## config.mk

```make
export PLATFORM = sky130hd
export DESIGN_NAME = uart_rx_param
export DESIGN_NICKNAME = d
export VERILOG_FILES = /design/src/rtl/uart_rx_param.sv
export SDC_FILE = /design/constraint.sdc
export NUM_CORES = 1
export LEC_CHECK = 0
export CORE_AREA = 2 2 104 106
export CTS_CLUSTER_SIZE = 8
export DETAILED_ROUTE_END_ITERATION = 12
export DIE_AREA = 0 0 106 108
export GPL_TIMING_DRIVEN = 0
export SYNTH_ARGS = -nofsm -noshare
export SYNTH_HDL_FRONTEND = slang
export SYNTH_SLANG_ARGS = --single-unit
```

## constraint.sdc

```tcl
create_clock -name clk -period 2.5 [get_ports clk]
set_input_delay 0.5 -clock clk [delete_from_list [all_inputs] [get_ports clk]]
set_output_delay 0.5 -clock clk [all_outputs]
set_load 0.005 [all_outputs]
```

## src/rtl/uart_rx_param.sv

```systemverilog
// uart_rx_param: parametrised UART receiver (5-9 data bits, parity, 1/2 stop, break) with receive FIFO.
// Define UART_RX_MAJORITY_EN for 2-of-3 majority decisions at every sample point.
module uart_rx_param #(
    parameter int CLOCK_FREQ = 100_000_000,
    parameter int BAUD_RATE  = 115200,
    parameter int DATA_BITS  = 8,
    parameter int PARITY     = 0,
    parameter int STOP_BITS  = 1,
    parameter int FIFO_DEPTH = 4
) (
    input  logic                          clk,
    input  logic                          rst_n,
    input  logic                          rx,
    output logic [DATA_BITS-1:0]          rx_data,
    output logic                          rx_perr,
    output logic                          rx_ferr,
    output logic                          rx_valid,
    input  logic                          rx_ready,
    output logic                          overrun,
    output logic                          break_det,
    output logic                          busy,
    output logic [$clog2(FIFO_DEPTH):0]   fifo_count
);
    localparam int CLKS_PER_BIT = CLOCK_FREQ / BAUD_RATE;
    localparam int HALF_BIT     = CLKS_PER_BIT / 2;
    localparam int CW           = $clog2(CLKS_PER_BIT) + 1;
    localparam int AW           = $clog2(FIFO_DEPTH);
    localparam int IW           = $clog2(DATA_BITS);
    localparam logic [CW-1:0] C_LAST = CW'(CLKS_PER_BIT - 1);
    localparam logic [CW-1:0] H_LAST = CW'(HALF_BIT - 1);

    typedef enum logic [2:0] {S_IDLE, S_START, S_DATA, S_PARITY, S_STOP, S_WAIT_HIGH} state_t;

    state_t               state;
    logic                 rx_m, rs, bv;
    logic [CW-1:0]        cnt;
    logic [IW-1:0]        idx;
    logic                 sidx;
    logic [DATA_BITS-1:0] data;
    logic                 par, ferr_r, ferr_n, perr_n, brk, sample;
    logic                 push_req, push_perr, push_ferr;
    logic [DATA_BITS-1:0] push_data;

    always_ff @(posedge clk or negedge rst_n) begin
        if (!rst_n) begin
            rx_m <= 1'b1;
            rs   <= 1'b1;
        end else begin
            rx_m <= rx;
            rs   <= rx_m;
        end
    end

`ifdef UART_RX_MAJORITY_EN
    // Window is the current rs plus the two previous samples.
    logic [1:0] hist;
    always_ff @(posedge clk or negedge rst_n) begin
        if (!rst_n) hist <= 2'b11;
        else        hist <= {hist[0], rs};
    end
    assign bv = (hist[1] & hist[0]) | (hist[1] & rs) | (hist[0] & rs);
`else
    assign bv = rs;
`endif

    assign sample = cnt == C_LAST;
    assign ferr_n = ferr_r | ~bv;
    assign perr_n = (PARITY != 0) && ((^data ^ par) != (PARITY == 2));
    assign brk    = ferr_n & ~|data & ~par;
    assign busy   = state != S_IDLE;

    always_ff @(posedge clk or negedge rst_n) begin
        if (!rst_n) begin
            state     <= S_IDLE;
            cnt       <= '0;
            idx       <= '0;
            sidx      <= 1'b0;
            data      <= '0;
            par       <= 1'b0;
            ferr_r    <= 1'b0;
            push_req  <= 1'b0;
            push_data <= '0;
            push_perr <= 1'b0;
            push_ferr <= 1'b0;
            break_det <= 1'b0;
        end else begin
            push_req  <= 1'b0;
            break_det <= 1'b0;
            case (state)
                S_IDLE: begin
                    cnt    <= '0;
                    idx    <= '0;
                    sidx   <= 1'b0;
                    par    <= 1'b0;
                    ferr_r <= 1'b0;
                    if (!rs) state <= S_START;
                end
                S_START:
                    if (cnt == H_LAST) begin
                        cnt   <= '0;
                        state <= bv ? S_IDLE : S_DATA;
                    end else cnt <= cnt + 1'b1;
                S_DATA:
                    if (sample) begin
                        cnt       <= '0;
                        data[idx] <= bv;
                        idx       <= idx + 1'b1;
                        if (idx == IW'(DATA_BITS - 1)) begin
                            idx   <= '0;
                            state <= (PARITY != 0) ? S_PARITY : S_STOP;
                        end
                    end else cnt <= cnt + 1'b1;
                S_PARITY:
                    if (sample) begin
                        cnt   <= '0;
                        par   <= bv;
                        state <= S_STOP;
                    end else cnt <= cnt + 1'b1;
                S_STOP:
                    if (sample) begin
                        cnt    <= '0;
                        ferr_r <= ferr_n;
                        if (sidx == 1'(STOP_BITS - 1)) begin
                            sidx <= 1'b0;
                            if (brk) begin
                                break_det <= 1'b1;
                                state     <= S_WAIT_HIGH;
                            end else begin
                                push_req  <= 1'b1;
                                push_data <= data;
                                push_perr <= perr_n;
                                push_ferr <= ferr_n;
                                state     <= ferr_n ? S_WAIT_HIGH : S_IDLE;
                            end
                        end else sidx <= 1'b1;
                    end else cnt <= cnt + 1'b1;
                S_WAIT_HIGH:
                    if (rs) state <= S_IDLE;
                default: state <= S_IDLE;
            endcase
        end
    end

    logic [DATA_BITS+1:0] mem [FIFO_DEPTH];
    logic [AW-1:0]        wp, rp;
    logic                 full, pop, wr;

    assign full     = fifo_count == (AW+1)'(FIFO_DEPTH);
    assign rx_valid = fifo_count != '0;
    assign pop      = rx_valid & rx_ready;
    assign wr       = push_req & (~full | pop);
    assign {rx_data, rx_perr, rx_ferr} = mem[rp];

    always_ff @(posedge clk or negedge rst_n) begin
        if (!rst_n) begin
            wp         <= '0;
            rp         <= '0;
            fifo_count <= '0;
            overrun    <= 1'b0;
            for (int i = 0; i < FIFO_DEPTH; i++) mem[i] <= '0;
        end else begin
            overrun <= push_req & full & ~pop;
            if (wr) begin
                mem[wp] <= {push_data, push_perr, push_ferr};
                wp      <= wp + 1'b1;
            end
            if (pop) rp <= rp + 1'b1;
            fifo_count <= fifo_count + (AW+1)'(wr) - (AW+1)'(pop);
        end
    end
endmodule

```

Word-level counts from Yosys, hierarchy flattened
Index checks and enable logic that the tools add are counted.
Cells by class
  add/subtract/negate cells: 6
  multiply operators: 0
  div/mod/pow operators: 0
  magnitude comparators: 5
  equality and inequality tests: 17
  shift operators: 0
  multiplexer cells: 42
  bitwise operators: 16
  reductions and logical operators: 18
Operators by type and width (number)
  bitwise mux 40 bit: 1
  two-way mux 3 bit: 12
  case mux 11 bit (3 select lines): 1
  two-way mux 10 bit: 3
  two-way mux 11 bit: 2
  binary-select mux 10 bit (select 2 bit): 1
  demux 10 bit (select 2 bit): 1
  case mux 3 bit (6 select lines): 1
  != test 2 bit, second input constant: 8
  two-way mux 1 bit: 13
  equality test 3 bit, second input constant: 4
  adder 11 x 1 -> 11 bit, second input constant: 1
  equality test 11 x 10 -> 1 bit, second input constant: 1
  equality test 11 x 9 -> 1 bit, second input constant: 1
  nonzero test 3 bit: 3
  bitwise mux 8 bit: 1
  AND reduction 2 bit: 4
  AND reduction 8 bit: 1
  OR reduction 8 bit: 1
  AND 1 bit: 6
  equality test 3 x 2 -> 1 bit, second input constant: 2
  greater-or-equal comparator 3 bit, second input constant: 2
  inverter 1 bit: 6
  inverter 2 -> 3 bit: 2
  other kinds (19): 26
Storage, ports and cells
  register bits: 89
  latch bits: 0
  RAM bits: 0
  ROM bits: 0
  bits of input ports: 4
  output and inout bits: 17
  memories kept: 0

Logic depth before layout (Yosys ltp)
  word-level depth: 8
  depth in mapped cells: 11
  depth with buffers taken out: 10

Least setup slack after synthesis
OpenSTA, ideal clock, no wires.
  path type: in2reg
  start point: in rx_ready
  end point: reg fifo_count[2]
  setup time: 0.124 ns
  data arrival time: 2.179 ns
  slack: 0.197 ns
  stages: 11
  buffers on the path: 1
  cell sequence: nor4b_1 -> nor2b_1 -> clkbuf_1 -> inv_1 -> ha_1 -> inv_1 -> ha_1 -> inv_1 -> fa_1 -> xnor2_1 -> xnor2_1
On the way
  word-level cells in the longest chain between the ends: 5
Ends and longest elaborated chain
  from (decl): RTL line 18  | input logic rx_ready,
  AND 1 bit *: RTL line 150  | assign pop = rx_valid & rx_ready;
  bitwise OR 1 bit: RTL line 151  | assign wr = push_req & (~full | pop);
  AND 1 bit: RTL line 151
  adder 3 x 1 -> 3 bit: RTL line 168  | fifo_count <= fifo_count + (AW+1)'(wr) - (AW+1)'(pop);
  subtractor 3 x 1 -> 3 bit *: RTL line 168
  to (signal assigned): RTL line 168
  to (decl): RTL line 22  | output logic [$clog2(FIFO_DEPTH):0] fifo_count
Every way passes the cells marked *; elsewhere a longest branch is shown, timed or not.
A chain may end at the register's enable or synchronous reset.

Worst setup path after layout
  start point: reg rp[0]
  end point: out rx_ferr
On the way
  word-level cells in the longest chain between the ends: 4
Ends and longest elaborated chain
  from (decl): RTL line 145  | logic [AW-1:0] wp, rp;
  from (signal assigned): RTL line 167  | if (pop) rp <= rp + 1'b1;
  inverter 2 -> 3 bit (not written as such): RTL line 152  | assign {rx_data, rx_perr, rx_ferr} = mem[rp];
  binary-select mux 10 bit (select 2 bit): RTL line 152
  two-way mux 10 bit (not written as such) (2 in series): RTL line 152
  to (decl): RTL line 16  | output logic rx_ferr,
Every way passes these cells. The select of a mux whose other input is x is not followed.

==> results.tsv <==
metric	value	unit
Crit Path Category	flip-flop to primary output	
Slowest cell on crit path	mux4_2	
Wirelength per Cell	14.58	µm
Pwr Total	2.370	mW
synthesized area	4044	µm²
CP Launch Type	flip-flop	
post-DP HPWL	4915	µm
clk root buf	clkbuf_8	
maximum vdd drop	0.2898	mV
FP Rows	37	
Antenna Cells	0	
CTS tree	done	
grt total ovfl	0	
Final period util	96.25	%
worst-margin pin slew	0.5541	ns
hold crit path type	input pin to asynchronous set/reset pin	
clk slew on worst S/H paths	0.10	ns
io pins	21	
vias in the first global route	2451	
Slew headroom	62.81	%
async set-reset flop share out of synthesis	100.0	%
Clock Skew	0.008915	ns
FMAX	415.6	MHz
Post-Syn Area per Cell	12.76	µm²
nets	364	
met3 Use GR	4.039	%
sequential share of the synthesized area	52.66	%
Die X	106	µm
P_int	1.784	mW
gpl congestion	0.7797	
# clock sinks	85	
area delta synth->final	15.44	%
Mapped Cells	317	
met2 Use GR	22.40	%
Post-Syn Nets	332	
met1 Usage GRT	18.48	%
drt first pass iters	4	
layout cells sized above 1	27.68	%
GR peak layer	met2	
status	finished, final reports clean	
Yosys warnings	0	
Total Wirelength	7145	µm
total CTS buffers	9	
Clock Path Buffers	2	
CP max stage delay	0.52	ns
DRC	0	
worst path cell trace	buf_12 > mux4_2 > clkdlybuf4s50_1	
Arr. time, crit path	1.91	ns
area leader, netlist	dfrtp_1	
Core Footprint	10230	µm²
Fin. Hold Viols	0	
die height	108	µm
post-synth top area share	51.36	%
Worst Path Required	2.00	ns
Finished Cell Area	4668	µm²
Final Setup Violations	0	
first-pass GRT wire length	12430	µm
crit path max fanout	9	
via density per instance	5.063	
number of enable flip-flop cells after synthesis	0	
crit end category	primary output	
Switching Fraction	24.71	%
Synth top cells by count	dfrtp_1 (83), mux2_2 (40), nand2_1 (27), nor2_1 (16), o21ai_0 (14)	
PnR worst setup slack	0.09384	ns
LEAKAGE	2.213	nW
cell with the most instances after synthesis	dfrtp_1	
placed cell count	473	
Clock Latency Late Sink	0.35	ns
DP Area	4429	µm²
Vias	2481	
PortBufs	19	
Yosys reg bits	85	
PwrDens	507.7	nW/µm²
ranking of synthesized cells by area	dfrtp_1 (51%), mux2_2 (11%), mux4_2 (5.0%), mux2_4 (4.5%), ha_1 (3.1%)	
Switch Pwr	0.5856	mW
drt initial violations	55	
Yosys cell types	55	
Seq pwr share	58.1	%
Final ANT Viol Nets	0	
Starting Density	39.53	%
Period minus WS final	2.406	ns
dominant synthesized flop cell	dfrtp_1	
dpl ws	-0.4203	ns
share of total power in the clock network	40.1	%
initial antenna violation count	0	
pins over their slew limit	0	
die area	11450	µm²
H-tree levels	3	
Tot GR Track Use	13.87	%
largest net degree at the start of global routing	63	
Maximum Capacitance Violations	0	
Non-Filler Instances	490	
combinational fraction of design power	1.8	%
final cells by class:
class / count / area [µm²]
buffer: 10 / 68.82
clock buffer: 9 / 123.9
clock inverter: 7 / 76.32
fill: 951 / 5563
inverter: 11 / 41.29
multi-input combinational: 209 / 1821
sequential: 85 / 2130
tap: 136 / 170.2
timing repair buffer: 23 / 237.7
routing by layer:
| layer | up-vias | part of all wire, % |
|---|---|---|
| li1 | 1194 | - |
| met1 | 1247 | 48 |
| met2 | 38 | 50 |
| met3 | 2 | 2.6 |
| met4 | 0 | 0.24 |
| met5 | - | 0 |
critical path: cells and delay by family, from the launching register on:
kind	cells	cell delay, ns
multiplexers	1	0.52
flip-flops	1	0.42
buffers and inverters	2	0.62
power by group through the flow:
stage	clock [mW]	sequential (mW)	combinational, mW
after floorplan	0	1.41	0.00517
after global placement	0	1.41	0.0391
after detailed placement	0	1.41	0.0449
after CTS	0.994	1.38	0.0452
after global routing	1.05	1.38	0.0496
final	0.950	1.38	0.0422
logic make-up after synthesis:
logic type               count (synthesis)  share of synthesized area, %
XOR/XNOR                                12                         2.599
adder cells (fa/ha/maj)                 11                         3.589
flip-flops                              85                         52.66
AO/OA/AOI/OAI                           32                         4.765
buffers and inverters                   23                         2.475
other                                    1                       0.09273
AND/OR/NAND/NOR                         90                         12.69
multiplexers                            63                         21.13
layout by cell type (no fill, tap or decap), types with 3 or more instances in the layout:
master	synthesis	routed
o21ai_0	14	14
xor2_1	5	5
ha_1	10	10
xnor2_1	7	7
nand2b_1	5	5
inv_8	0	3
buf_4	1	5
clkbuf_1	7	4
mux2_4	12	12
nor4_1	3	3
clkbuf_8	0	9
dfrtp_1	83	83
nor3_1	3	3
clkdlybuf4s50_1	0	18
nand3_1	5	5
nand4_1	3	3
mux2_2	40	40
and2_1	4	4
o2bb2ai_1	3	3
inv_1	11	11
or3_1	3	3
nand2_1	27	27
nor2_1	16	16
mux4_2	9	9
a21oi_1	5	5
nand3b_1	3	3
per-stage QoR:
| stage | hold slack (ns) | setup TNS (ns) | util (%) |
|---|---|---|---|
| after floorplan | 0.2044 | 0 | - |
| after global placement | 0.3463 | -179.08 | 43.05 |
| after detailed placement | 0.3491 | -3.352 | 43.29 |
| final | 0.03564 | 0 | 45.63 |
| after global routing | 0.03086 | -0.003368 | 45.63 |
| after CTS | 0.03208 | 0 | 45.35 |
registers in the layout (all words and copies together) (netlist names), 2 cells and up:
name	count
cnt	11
data	8
fifo_count	3
idx	3
mem	36
push_data	8
rp	2
state	3
wp	2
final timing paths:
| check | slack (ns) | from | cells after the start | endpoint |
|---|---|---|---|---|
| hold reg to reg | 0.36 | rx_m | 0 | bv |
| min in group clk | 0.36 | rx_m | 0 | bv |
| setup reg to reg | 0.18 | fifo_count[1] | 9 | fifo_count[2] |
| hold / removal | 0.04 | rst_n | 1 | fifo_count[1] |
| max in group asynchronous | 1.81 | rst_n | 2 | rx_m |
| setup / recovery | 0.09 | rp[0] | 3 | rx_ferr |
timing repair:
action,in CTS,in global routing
pin swaps,0,2
resized for setup,7,4
setup buffers,0,3
endpoints found under the setup margin,10,12
hold buffers,0,0
(Power assumes the default switching activity.)
